[config.mk]
export PLATFORM = sky130hd
export DESIGN_NAME = wash_cycle_sequencer
export DESIGN_NICKNAME = d
export VERILOG_FILES = /design/src/rtl/wash_cycle_sequencer.sv
export SDC_FILE = /design/constraint.sdc
export NUM_CORES = 1
export LEC_CHECK = 0
export BUFFER_PORTS_ARGS = -buffer_cell sky130_fd_sc_hd__buf_4
export CAP_MARGIN = 25
export CORE_UTILIZATION = 46
export DETAILED_ROUTE_END_ITERATION = 8
export PLACE_DENSITY_LB_ADDON = 0.25
export SLEW_MARGIN = 20
export SYNTH_ARGS = -nofsm -noshare
export SYNTH_HDL_FRONTEND = slang
export SYNTH_SLANG_ARGS = --single-unit
[constraint.sdc]
create_clock -name clk -period 2.1 [get_ports clk]
set_clock_uncertainty 0.05 [all_clocks]
set_input_delay 0.42 -clock clk [delete_from_list [all_inputs] [get_ports clk]]
set_output_delay 0.42 -clock clk [all_outputs]
set_load 0.02 [all_outputs]
[src/rtl/wash_cycle_sequencer.sv]
// Coin-started washing programme FSM (FILL, WASH, RINSE, SPIN) driving the shared phase timer.
// Registered outputs, one-cycle latency; define WM_PAUSE_EN to add pause/paused for freezing a running phase.
module wash_cycle_sequencer #(
  parameter int TW         = 32,
  parameter int FILL_TIME  = 5,
  parameter int WASH_TIME  = 5,
  parameter int RINSE_TIME = 2,
  parameter int SPIN_TIME  = 1
) (
  input  logic          clk,
  input  logic          rst,
  input  logic          coin_in,
  input  logic          double_wash,
  input  logic [1:0]    clk_freq_in,
  input  logic          timer_done,
`ifdef WM_PAUSE_EN
  input  logic          pause,
  output logic          paused,
`endif
  output logic          timer_start,
  output logic          timer_enable,
  output logic [TW-1:0] timer_value,
  output logic [1:0]    timer_freq,
  output logic [2:0]    phase,
  output logic          busy,
  output logic          door_lock,
  output logic          cycle_done
);

  typedef enum logic [2:0] {
    PH_IDLE  = 3'd0,
    PH_FILL  = 3'd1,
    PH_WASH  = 3'd2,
    PH_RINSE = 3'd3,
    PH_SPIN  = 3'd4,
    PH_DONE  = 3'd5
  } phase_t;

  phase_t        phase_q, phase_d;
  phase_t        next_timed;
  logic          start_q, start_d;
  logic          enable_q, enable_d;
  logic [TW-1:0] value_q, value_d;
  logic [1:0]    freq_q;
  logic          busy_q, busy_d;
  logic          lock_q, lock_d;
  logic          cdone_q, cdone_d;
  logic          dw_q, dw_d;
  logic          pass_q, pass_d;
  logic          done_seen;
  logic          pause_req;

`ifdef WM_PAUSE_EN
  logic          paused_q, paused_d;
  assign pause_req = pause;
`else
  assign pause_req = 1'b0;
`endif

  function automatic logic [TW-1:0] duration(input phase_t p);
    logic [TW-1:0] d;
    case (p)
      PH_FILL:  d = TW'(FILL_TIME);
      PH_WASH:  d = TW'(WASH_TIME);
      PH_RINSE: d = TW'(RINSE_TIME);
      PH_SPIN:  d = TW'(SPIN_TIME);
      default:  d = '0;
    endcase
    return d;
  endfunction

  // timer_done only counts once the timer has been loaded and is actually counting
  assign done_seen = enable_q && !start_q && timer_done;

  always_comb begin
    phase_d    = phase_q;
    start_d    = 1'b0;
    enable_d   = enable_q;
    value_d    = value_q;
    busy_d     = busy_q;
    lock_d     = lock_q;
    cdone_d    = 1'b0;
    dw_d       = dw_q;
    pass_d     = pass_q;
    next_timed = PH_IDLE;
`ifdef WM_PAUSE_EN
    paused_d   = 1'b0;
`endif

    case (phase_q)
      PH_FILL:  next_timed = PH_WASH;
      PH_WASH:  next_timed = PH_RINSE;
      PH_RINSE: next_timed = (dw_q && !pass_q) ? PH_WASH : PH_SPIN;
      PH_SPIN:  next_timed = PH_DONE;
      default:  next_timed = PH_IDLE;
    endcase

    case (phase_q)
      PH_IDLE: begin
        enable_d = 1'b0;
        busy_d   = 1'b0;
        lock_d   = 1'b0;
        if (coin_in) begin
          phase_d = PH_FILL;
          start_d = 1'b1;
          value_d = duration(PH_FILL);
          busy_d  = 1'b1;
          lock_d  = 1'b1;
          dw_d    = double_wash;
          pass_d  = 1'b0;
        end
      end

      PH_FILL, PH_WASH, PH_RINSE, PH_SPIN: begin
        if (done_seen) begin
          enable_d = 1'b0;
          phase_d  = next_timed;
          if (next_timed == PH_DONE) begin
            cdone_d = 1'b1;
            busy_d  = 1'b0;
            lock_d  = 1'b0;
          end else begin
            start_d = 1'b1;
            value_d = duration(next_timed);
            if (phase_q == PH_RINSE && next_timed == PH_WASH)
              pass_d = 1'b1;
          end
        end else if (pause_req) begin
          // frozen: the timer keeps its count, so resuming needs no reload
          enable_d = 1'b0;
`ifdef WM_PAUSE_EN
          paused_d = 1'b1;
`endif
        end else begin
          enable_d = 1'b1;
        end
      end

      PH_DONE: begin
        phase_d  = PH_IDLE;
        enable_d = 1'b0;
        busy_d   = 1'b0;
        lock_d   = 1'b0;
      end

      default: begin
        phase_d  = PH_IDLE;
        enable_d = 1'b0;
        busy_d   = 1'b0;
        lock_d   = 1'b0;
      end
    endcase
  end

  always_ff @(posedge clk or negedge rst) begin
    if (!rst) begin
      phase_q  <= PH_IDLE;
      start_q  <= 1'b0;
      enable_q <= 1'b0;
      value_q  <= '0;
      freq_q   <= 2'd0;
      busy_q   <= 1'b0;
      lock_q   <= 1'b0;
      cdone_q  <= 1'b0;
      dw_q     <= 1'b0;
      pass_q   <= 1'b0;
`ifdef WM_PAUSE_EN
      paused_q <= 1'b0;
`endif
    end else begin
      phase_q  <= phase_d;
      start_q  <= start_d;
      enable_q <= enable_d;
      value_q  <= value_d;
      freq_q   <= clk_freq_in;
      busy_q   <= busy_d;
      lock_q   <= lock_d;
      cdone_q  <= cdone_d;
      dw_q     <= dw_d;
      pass_q   <= pass_d;
`ifdef WM_PAUSE_EN
      paused_q <= paused_d;
`endif
    end
  end

  assign phase        = phase_q;
  assign timer_start  = start_q;
  assign timer_enable = enable_q;
  assign timer_value  = value_q;
  assign timer_freq   = freq_q;
  assign busy         = busy_q;
  assign door_lock    = lock_q;
  assign cycle_done   = cdone_q;
`ifdef WM_PAUSE_EN
  assign paused       = paused_q;
`endif

endmodule
==> impl_metrics.ini, run 1 <==
[outcome]
status = complete, no violations

[clock_tree]
clock-sinks = 14
cts_root_buf = clkbuf_4
clockBufferDepth = 2
cts_tree = yes
insertion_delay_ns = 0.28
cts-htree-levels = 1
cts_resized = 0
path_clk_slew_ns = 0.09
cts_made_buffers = 3

[placed_design]
place.gp.congestion = 0.8534
port_buffers = 19
place_area_um2 = 879.6
dpl.hpwl_um = 1009

[worst_setup_path]
crit_end = phase[2]
ff2ff_setup_slack_ns = 0.53
critPathLaunchType = flip-flop
worst_path_largest_cell_delay_ns = 0.61
required_ns = 1.63
cp.depth = 1
critPathLaunch = phase[2]
r2r_start = phase[0]
critical_path_class = reg2out
arrival_ns = 1.12
cp-end-kind = primary output
cp_cell_sequence = buf_4
crit_path_max_fanout = 12
reg2reg_to = dw_q
r2r_cells = 3
slowest_stage = dfrtp_1
path_delay_family = flip-flops
crit_buf_inv = 1

[global_route]
grt_pass1_wl_um = 2118
grt_remaining_overflow = 0
track_usage_pct = 14.42
antenna_found_initial = 0
grt_max_degree = 15
grt_pass1_vias = 481

[yosys]
synth_area_leaders = dfrtp_1 (41%), buf_4 (26%), a21oi_1 (4.1%), o21ai_0 (2.9%), inv_1 (2.2%)
syn_inst = 89
avgSynthCellArea_um2 = 9.574
synth_edf_count = 0
synth.distinct_cells = 26
synthesis.area_um2 = 852.1
synth_most_common_cell = buf_4
synth_async_sr_flop_share_pct = 100.0
synth-seq-cells = 14
synth_top_area_cell = dfrtp_1
yosysWarningCount = 0
synth_top_area_share_pct = 41.12
yosys-top-cells-count = buf_4 (30), dfrtp_1 (14), a21oi_1 (7), inv_1 (5), o21ai_0 (5)
synth_sequential_area_ratio_pct = 41.12
ys.flop_type = dfrtp_1

[die]
die_height_um = 45.04
std_cell_rows = 15
start_util_pct = 49.35
boundaryPins = 49
coreArea_mm2 = 0.001727
dieArea_mm2 = 0.002029
die_w_um = 45.04

[timing]
rsz0062_at_grt = no
hold_viol = 0
fin_crit_sh_pct = 75.63
slew_viol_final = 0
fmax_ghz = 0.6297
setup_viol = 0
period_needed_ns = 1.588
setup_tns_ns = 0

[detailed_routing]
avgViaCountPerCell = 4.364
firstDrtPassIters = 5
post_drt_wl_per_cell_um = 9.955
wl_um = 1314
drc = 0
antenna_left = 0
vias = 576
drt_iter0_drc = 16

[finish]
nets = 115
diodes = 0
area_delta_synth_final_pct = 8.664
fin_area_um2 = 925.9
nFillCells = 184
drive_gt1_share_pct = 23.36

[pwr]
p_leak_uw = 0.0004851
p_per_area_mw_per_mm2 = 1357
ir_drop_mv = 0.6504

[job]
cap_viol_max_count = 0

[hold_path]
min_path_type = in2reg
-- cells by family (layout without fill, tap and decap cells) --
kind of cell / Yosys count / count (layout) / share of synthesized area, %
other cells: 1 / 29 / 0.4401
simple gates: 15 / 15 / 11.31
flops: 14 / 14 / 41.12
buf+inv: 39 / 29 / 31.72
compound gates: 18 / 18 / 12.92
mux: 2 / 2 / 2.496
-- what timing repair did --
item | CTS | global route
hold buffers | 1 | 0
endpoints found under the hold margin | 14 | 0
setup buffers | 0 | 0
-- per-stage QoR --
step / cells / setup WS (ns) / hold slack [ns] / util (%) / power (uW)
2_1_floorplan: 117 / 0.5330 / 0.07441 / - / 937.8
3_3_place_gp: 127 / 0.5875 / 0.2281 / 50.94 / 1055
3_5_place_dp: 127 / 0.5605 / 0.2277 / 50.94 / 1059
4_1_cts: 132 / 0.5214 / 0.1921 / 53.62 / 1256
5_1_grt: 132 / 0.4629 / 0.1745 / 53.62 / 1344
6_report: 132 / 0.5118 / 0.1877 / 53.62 / 1256
-- state kept, by name, summed over array words and instances, names as in the netlist --
signal / count
cycle_done: 1
pass_q: 1
timer_freq: 2
timer_enable: 1
phase: 3
timer_value: 3
timer_start: 1
door_lock: 1
dw_q: 1
-- per-layer routing --
metal	part of all wire, %	global-route usage [%]	wire [um]
met3	8.7	3.600	114
met5	0	0	0
met1	45	22.25	593
met2	46	20.00	601
met4	0.38	3.636	5
-- power breakdown --
group / leakage, uW / switching (uW) / internal [uW]
Sequential: 0.000169 / 122 / 367
Clock: 0.0000210 / 92.6 / 106
Combinational: 0.000295 / 331 / 238
Total: 0.000485 / 546 / 710
-- how the worst min path moves through the flow --
stage	cells after the start	startpoint	to	slack, ns
after floorplan	0	rst	cycle_done	0.07
after global placement	1	rst	timer_value[0]	0.23
after detailed placement	1	rst	timer_value[0]	0.23
after CTS	1	clk_freq_in[1]	timer_freq[1]	0.19
after global routing	1	clk_freq_in[0]	timer_freq[0]	0.17
final	1	clk_freq_in[1]	timer_freq[1]	0.19
-- cell usage in the layout (no fill, tap or decap), drive strengths merged, types with 2 or more instances in the layout --
| cell type | n |
|---|---|
| a21oi | 7 |
| buf | 19 |
| clkbuf | 4 |
| conb | 29 |
| dfrtp | 14 |
| inv | 5 |
| nand2 | 2 |
| nand3 | 3 |
| nor2 | 2 |
| nor3 | 2 |
| o21ai | 5 |
| o31ai | 2 |
-- final cells by class --
type / count / area [um2] / share of cell area [%]
clock buffer: 4 / 36.28 / 3.919
timing repair buffer: 20 / 152.6 / 16.49
sequential: 14 / 350.3 / 37.84
inverter: 5 / 18.77 / 2.027
tap: 25 / 31.28 / 3.378
multi-input combinational: 64 / 336.6 / 36.35
(Power assumes the default switching activity.)
==> run 2: changes to the inputs <==
--- a/config.mk
+++ b/config.mk
@@ -7,7 +7,7 @@
 export LEC_CHECK = 0
 export BUFFER_PORTS_ARGS = -buffer_cell sky130_fd_sc_hd__buf_4
 export CAP_MARGIN = 25
-export CORE_UTILIZATION = 46
+export CORE_UTILIZATION = 42
 export DETAILED_ROUTE_END_ITERATION = 8
 export PLACE_DENSITY_LB_ADDON = 0.25
 export SLEW_MARGIN = 20
==> constraint.sdc (replaced) <==
create_clock -name clk -period 1.66 [get_ports clk]
set_clock_uncertainty 0.05 [all_clocks]
set_input_delay 0.332 -clock clk [delete_from_list [all_inputs] [get_ports clk]]
set_output_delay 0.332 -clock clk [all_outputs]
set_load 0.02 [all_outputs]
==> run 2 against run 1 <==
Routed wire length up 3.2%. Die area up 9.1%. Register-to-register slack worse by 0.26 ns. Cell area up 0.14%. Via count up 6.6%. Highest routed layer unchanged. Critical path depth unchanged.
==> impl_metrics.ini, run 2 (same netlist as run 1, synthesis figures left out) <==
[outcome]
status = complete, no violations

[worst_setup_path]
reg2reg_to = dw_q
ff2ff_setup_slack_ns = 0.27
path_delay_family = flip-flops
crit_buf_inv = 1
cp-end-kind = primary output
critPathLaunchType = flip-flop
worst_path_largest_cell_delay_ns = 0.60
r2r_cells = 3
r2r_start = phase[0]
cp_cell_sequence = buf_4
required_ns = 1.28
slowest_stage = dfrtp_1
crit_path_max_fanout = 12
arrival_ns = 1.10
critical_path_class = reg2out

[pwr]
p_leak_uw = 0.0004874
switching_share_pct = 43.84
p_seq_share_pct = 35.5
ir_drop_mv = 0.9881
p_clk_share_pct = 12.1
power.switching_uw = 688.9
p_int_uw = 882.5
p_per_area_mw_per_mm2 = 1695
comb_power_share_pct = 52.5

[clock_tree]
cts_root_buf = clkbuf_4
path_clk_slew_ns = 0.08
clock-sinks = 14
postCtsSetupRepairBufs = 0
cts_made_buffers = 3
cts-htree-levels = 1
insertion_delay_ns = 0.28
cts_tree = yes
clockBufferDepth = 2

[finish]
diodes = 0
layout_commonest_cell = conb_1
drive_gt1_share_pct = 24.07
nFillCells = 187
nets = 117
area_delta_synth_final_pct = 8.811
final_cell_mix = conb_1 (29), buf_4 (21), dfrtp_1 (14)

[global_route]
grt_remaining_overflow = 0
grt_pass1_wl_um = 2014
grt_max_degree = 15
track_usage_pct = 13.45
grt_pass1_vias = 439
antenna_found_initial = 0

[die]
start_util_pct = 46.80
die_height_um = 47.04
coreArea_mm2 = 0.001821
boundaryPins = 49
dieArea_mm2 = 0.002213
die_w_um = 47.04
std_cell_rows = 15

[placed_design]
dpl.hpwl_um = 1016
place.gp.congestion = 0.8040
port_buffers = 19
dpl_worst_slack_ns = 0.2362

[detailed_routing]
antenna_left = 0
wl_um = 1356
post_drt_wl_per_cell_um = 10.20
avgViaCountPerCell = 4.617
top_layer_used = met4
drc = 0
firstDrtPassIters = 4
vias = 614
met1_length_um = 559
drt_iter0_drc = 27
route.met3.wl_um = 127
dr_wl_met2_um = 638

[timing]
hold_viol = 0
fin_crit_sh_pct = 89.27
fmax_ghz = 0.6748
period_needed_ns = 1.482
setup_viol = 0
setup_slack_ns = 0.1782
slew_viol_final = 0
rsz0062_at_grt = no
setup_tns_ns = 0

[hold_path]
min_to = timer_freq[1]
holdPathStages = 1
hp-start = clk_freq_in[1]
min_path_type = in2reg

[job]
cap_viol_max_count = 0
run 2: changes by cell type in the layout (fill, tap and decap cells not counted), sizes merged:
cell    delta
buf        +2
clkbuf     -1
run 2: repair_timing:
action / 4_1_cts / 5_1_grt
hold buffers: 1 / 0
gates resized for setup: 0 / 0
endpoints found under the hold margin: 14 / 0
run 2: routing by layer:
layer	up-vias	track usage, %
met5	-	0
met2	42	18.61
met4	0	8.571
met3	5	2.692
li1	282	-
met1	285	19.08
run 2: area by class of cell:
class / instances / area, um2 / share of cell area [%]
Inverter: 5 / 18.77 / 2.024
Sequential cell: 14 / 350.3 / 37.79
Clock buffer: 3 / 22.52 / 2.429
Timing Repair Buffer: 22 / 167.7 / 18.08
Multi-Input combinational cell: 64 / 336.6 / 36.30
Tap cell: 25 / 31.28 / 3.374
run 2: worst reg2reg max path: stages (launching register included):
cell and delay, ns:
dfrtp_1 0.38, or3b_4 0.44, nor2_4 0.09, mux2_1 0.31
run 2: worst max path at each step:
stage | start | to | depth (start not counted)
after detailed placement | coin_in | dw_q | 4
after global placement | coin_in | dw_q | 4
final | phase[2] | phase[2] | 1
after global routing | phase[2] | phase[2] | 1
after floorplan | phase[1] | dw_q | 4
after CTS | phase[2] | phase[2] | 1
run 2: through the flow:
step	total power [uW]	cells	hold WS (ns)	util (%)	instance area, um2
finish	1571	133	0.1052	50.93	927.1
floorplan	1186	117	-0.01359	-	957.2
global route	1671	133	0.08852	50.93	927.1
global placement	1377	129	0.1397	49.14	894.6
CTS	1582	133	0.1015	50.93	927.1
detailed placement	1385	129	0.1401	49.14	894.6
run 2: power groups by stage:
stage          Clock [uW]  Sequential [uW]  Combinational, uW
4_1_cts               197              557                827
3_5_place_dp            0              562                823
6_report              190              557                824
2_1_floorplan           0              666                520
5_1_grt               209              573                889
3_3_place_gp            0              560                817
